## src/rtl/cnt_check_pkg.sv

```systemverilog
// -----------------------------------------------------------------------------
// cnt_check_pkg
// Shared types and constants for the count stream checker.
//   chk_state_t : checker FSM states (IDLE, ACQUIRE, LOCKED, FAULT)
//   ERR_CNT_W   : width of the saturating error counter
//   stall_w()   : width of a timer that must hold 0 .. stall_cycles-1
// -----------------------------------------------------------------------------
package cnt_check_pkg;

    typedef enum logic [1:0] {
        IDLE    = 2'd0,
        ACQUIRE = 2'd1,
        LOCKED  = 2'd2,
        FAULT   = 2'd3
    } chk_state_t;

    localparam int ERR_CNT_W = 8;

    // The timer counts 0 .. stall_cycles-1, so it needs clog2(stall_cycles)
    // bits, with a floor of one bit for the smallest legal setting.
    function automatic int stall_w(input int stall_cycles);
        int w;
        w = $clog2(stall_cycles);
        return (w < 1) ? 1 : w;
    endfunction

endpackage

```

## src/rtl/stall_timer.sv

```systemverilog
// -----------------------------------------------------------------------------
// stall_timer
// Counts cycles without a count change and flags expiry.
//   clk     : clock
//   reset   : asynchronous active-low reset
//   restart : force the timer back to 0 (a change was seen or monitoring is off)
//   run     : advance the timer by one per cycle when not restarting
//   expired : one-cycle pulse while the timer sits at STALL_CYCLES-1 and is
//             about to advance; the timer then restarts from 0
// -----------------------------------------------------------------------------
module stall_timer
    import cnt_check_pkg::*;
#(
    parameter int STALL_CYCLES = 64
) (
    input  logic clk,
    input  logic reset,
    input  logic restart,
    input  logic run,
    output logic expired
);

    localparam int            TW   = stall_w(STALL_CYCLES);
    localparam logic [TW-1:0] LAST = TW'(STALL_CYCLES - 1);

    logic [TW-1:0] tmr;

    // A restart wins over expiry: a change in the expiry cycle is a change.
    assign expired = run && !restart && (tmr == LAST);

    // NOTE: state registers use non-blocking assignments so every flop samples
    // pre-edge values, independent of process evaluation order.
    always_ff @(posedge clk or negedge reset) begin
        if (!reset) begin
            tmr <= '0;
        end else if (restart) begin
            tmr <= '0;
        end else if (run) begin
            tmr <= expired ? '0 : tmr + 1'b1;
        end
    end

endmodule

```

## config.mk

```make
export PLATFORM = sky130hd
export DESIGN_NAME = stall_timer
export DESIGN_NICKNAME = d
export VERILOG_FILES = /design/src/rtl/cnt_check_pkg.sv /design/src/rtl/stall_timer.sv
export SDC_FILE = /design/constraint.sdc
export NUM_CORES = 1
export LEC_CHECK = 0
export CORE_AREA = 5 5 42 44
export DETAILED_ROUTE_END_ITERATION = 7
export DIE_AREA = 0 0 47 49
export MAX_ROUTING_LAYER = met4
export PLACE_DENSITY_LB_ADDON = 0.2
export SLEW_MARGIN = 10
export SYNTH_ARGS = -nofsm -noshare
export SYNTH_HDL_FRONTEND = slang
export SYNTH_SLANG_ARGS = --single-unit
export TNS_END_PERCENT = 30
```

## constraint.sdc

```tcl
create_clock -name clk -period 1.3 [get_ports clk]
set_clock_uncertainty 0.15 [all_clocks]
set_input_delay 0.195 -clock clk [delete_from_list [all_inputs] [get_ports clk]]
set_output_delay 0.195 -clock clk [all_outputs]
set_load 0.02 [all_outputs]
```

After elaboration in Yosys (flattened, before gate mapping)
Index checks and enable logic that the tools add are counted.
Word-level totals
  register bits: 6
  output and inout bits: 1
  bits of input ports: 4
Cells by class
  eq/ne operators: 1
  add/subtract/negate cells: 1
  mux-type cells: 3
  reduce and logical (&&, ||, !) cells: 4
Operators by type and width (number)
  two-way mux 6 bit: 3
  adder 6 x 1 -> 6 bit (second input constant): 1
  == test 6 bit (second input constant): 1
  logical AND 1 bit: 2
  nonzero test 2 bit: 1
  zero test 1 bit: 1

Logic depth before layout (Yosys ltp)
Gate-level depths: netlist of run 1.
  word-level depth: 6
  gate-level depth with buffers: 4
  gate-level depth less buffers: 4

Least setup slack after synthesis of run 1
OpenSTA, ideal clock, no wires.
  path type: register -> output
  start point: register tmr[0]
  end point: output port expired
  arrival time: 1.183 ns
  path buffers: 0
  cell stages (with the launch flop): 4
  setup slack: -0.228 ns
  cell sequence: dfrtp_1 -> ha_1 -> nand3_1 -> nor3_1
Between the ends
  cells in the longest elaborated chain, start to end: 2
RTL lines
  from (decl): RTL line stall_timer.sv:26  | logic [TW-1:0] tmr;
  from (signal assigned): RTL line stall_timer.sv:39  | tmr <= expired ? '0 : tmr + 1'b1;
  == test 6 bit: RTL line stall_timer.sv:29  | assign expired = run && !restart && (tmr == LAST);
  logical AND 1 bit: RTL line stall_timer.sv:29
  to (decl): RTL line stall_timer.sv:20  | output logic expired
Every way passes these cells.

Worst setup path after layout of run 1
  start point: register tmr[1]
  end point: output port expired
Same word-level chain as after synthesis.

==> impl_metrics.tcl, run 1 <==
set metrics [dict create \
    status "complete, but fails checks" \
    violations "setup timing" \
    yosysMostFrequentCell "dfrtp_1" \
    setup_violations 4 \
    fin_crit_sh_pct 114 \
    synth_top_family_by_area "simple AND/OR/NAND/NOR gates" \
    syn-num-nets 41 \
    p_leak_uw 0.000244 \
    synth-edff-count 0 \
    gp_congestion 0.745 \
    tns_ns -0.482 \
    coreArea_um2 1400 \
    syn_area_um2 337 \
    synth_compound_area_share_pct 11.9 \
    slew_headroom_pct 83.8 \
    grt_max_degree 8 \
    p_int_uw 329 \
    wire_per_inst_um 11.6 \
    async_flop_share_pct 100 \
    critical_path_class "flip-flop to output pin" \
    ant_nets 0 \
    cts.reportedPaths.clkPinSlew_ns 0.04 \
    syn_inst 36 \
    start_util_pct 24.0 \
    power_density_nw_per_um2 758 \
    largest_register_ffs 6 \
    cts_root_buffer "clkbuf_4" \
    hp-class "primary input to asynchronous set/reset pin" \
    grt_pass1_vias 337 \
    avgSynthCellArea_um2 9.35 \
    timing.rr.end "tmr[3]" \
    cts_tree "done" \
    end_kind "output pin" \
    die_area_um2 2300 \
    reg.largest.list "tmr (6)" \
    n_antenna_cell 0 \
    yosysWarningCount 0 \
    dr.pass1.iters 2 \
    fin_crit_ns 1.48 \
    synthTopCellsByArea "dfrtp_1 45%, xor2_1 5.2%, a21oi_1 4.5%" \
    clock-sinks 6 \
    synth_cell_types 20 \
    avgViaCountPerCell 4.58 \
    die_w_um 47 \
    holdBufCountCts 0 \
    routed_wl_um 797 \
    cp.arrival_ns 1.13 \
    startpoint_type "flip-flop" \
    yosys.area.top_type_share_pct 44.6 \
    synth_adder_area_share_pct 3.72 \
    dr.first_iter.drc_count 7 \
    ys_ff_latch 6 \
    synth_top_area_cell "dfrtp_1" \
    drc 0 \
    antenna_found_initial 0 \
    cts_made_buffers 3 \
    io_pins 5 \
    power_frac_comb_pct 15.0 \
    drive_gt1_share_pct 47.2 \
    row_count 14 \
    grt_pass1_wl_mm 1.34 \
    maxCapViolations 0 \
    grt.total_usage_pct 8.66 \
    ys_top_cells_by_count "6 x dfrtp_1, 4 x nor2_1, 3 x a21oi_1, 3 x nand2_1" \
    yosysSeqAreaShare_pct 44.6 \
    die_h_um 49 \
    critPathRequiredTime_ns 0.95 \
    nFillCells 149 \
    place_inst 65 \
    layout.nets 60 \
    clock_latency_ns 0.23 \
    max_freq_mhz 677 \
    final_cells 69 \
    syn_to_final_growth_pct 65.1 \
    hold_viol_final 0 \
    drv_slew 0 \
    p_clk_share_pct 38.1 \
    worst_pin_slew_ns 0.242 \
    muxShareOfSynthArea_pct 6.32 \
    htreeDepth 1 \
    setup_slack_ns -0.177 \
    r2r_cells 4 \
    regToRegSetupSlack_ns -0.14 \
    top_register "tmr" \
    overflow 0 \
    rsz0062_at_grt "true" \
    switching_share_pct 21.9 \
    synth-simple-area-share_pct 21.6 \
    cts.path.max_buffers 2 \
    dp_slack_ns -0.505 \
    reg2reg_from "tmr[1]" \
    synth_xor_area_share_pct 5.20 \
    ys.flop_type "dfrtp_1" \
    peakVddDrop_mv 0.375 \
    p_sw_uw 92.1 \
    critPathMaxFanout 2 \
    via_count 316 \
    place.port_buffers 4 \
    pwr-share-seq_pct 47.0 \
]
-- through the flow --
| step | utilization [%] | power (uW) | hold WS, ns | cell area, um^2 |
|---|---|---|---|---|
| 6_report | 39.6 | 421 | 0.0371 | 556 |
| 2_1_floorplan | - | 230 | -0.251 | 374 |
| 3_3_place_gp | 35.8 | 259 | 0.286 | 502 |
| 5_1_grt | 39.6 | 446 | 0.0603 | 556 |
| 4_1_cts | 39.2 | 432 | 0.0318 | 549 |
| 3_5_place_dp | 35.8 | 261 | 0.290 | 502 |
-- worst max-delay path by stage --
stage	startpoint	to	slack [ns]	cells after the start
floorplan	tmr[0]	expired	-0.02	3
global placement	run	expired	-0.51	4
detailed placement	run	expired	-0.50	4
CTS	tmr[1]	expired	-0.19	4
global route	tmr[1]	expired	-0.25	4
finish	tmr[1]	expired	-0.18	4
-- power groups by stage --
stage | Clock, uW | Sequential, uW | Combinational [uW]
floorplan | 0 | 203 | 27.1
global placement | 0 | 199 | 59.0
detailed placement | 0 | 200 | 61.1
CTS | 172 | 197 | 62.2
global route | 179 | 198 | 68.8
finish | 160 | 198 | 63.1
-- final cells by class --
class / count / area [um^2] / share of cell area (%)
Multi-Input combinational cell: 26 / 224 / 40.3
Sequential cell: 6 / 150 / 27.0
Timing Repair Buffer: 16 / 131 / 23.6
Clock buffer: 3 / 22.5 / 4.05
Tap cell: 16 / 20.0 / 3.60
Inverter: 2 / 7.51 / 1.35
-- cell usage in the layout, fill, tap and decap left out --
cell type and n:
mux2i_1 1, a311o_1 1, dfrtp_1 6, nand3_4 1, inv_1 2, buf_4 12, mux2_4 1, nor2b_1 1
ha_4 1, nand2_1 2, o21ai_0 1, nand3_2 1, clkbuf_4 3, xor2_1 2, nor2_1 4, a21oi_2 2
nand4_1 2, nor3_4 1, a21oi_1 1, nand2_2 1, clkdlybuf4s50_1 3, buf_6 1, and3_4 1, a32o_1 1
or3_1 1
-- kinds of logic (layout without fill, tap and decap cells) --
| group | count (synthesis) | after routing |
|---|---|---|
| fa+ha+maj | 1 | 1 |
| buf+inv | 4 | 21 |
| mux | 2 | 2 |
| xor+xnor | 2 | 2 |
| flops | 6 | 6 |
| simple gates | 15 | 15 |
| compound gates | 6 | 6 |
-- worst max-delay path, cell delays in order (launching register included) --
cell and delay [ns]:
dfrtp_1 0.39, ha_4 0.17, nand3_4 0.09, nor3_4 0.12
buf_6 0.13
-- timing repair --
action | 4_1_cts | 5_1_grt
pin swaps | 7 | 1
gates resized for setup | 9 | 2
setup endpoints to repair | 4 | 6
buffers inserted | 1 | 0
hold endpoints to repair | 0 | 0
-- per-layer routing --
layer / wire [um] / vias to the layer above / GRT usage, %
li1: - / 164 / -
met1: 339 / 148 / 8.78
met2: 434 / 4 / 14.0
met3: 23 / 0 / 1.11
met4: 0 / 0 / 6.91
met5: 0 / - / -
(Power assumes the default switching activity.)
==> run 2: changes to the inputs <==
Settings changed: CAP_MARGIN from default to 20.
==> results of run 2 <==
The final DEF is identical to that of run 1; final timing and power are the same.
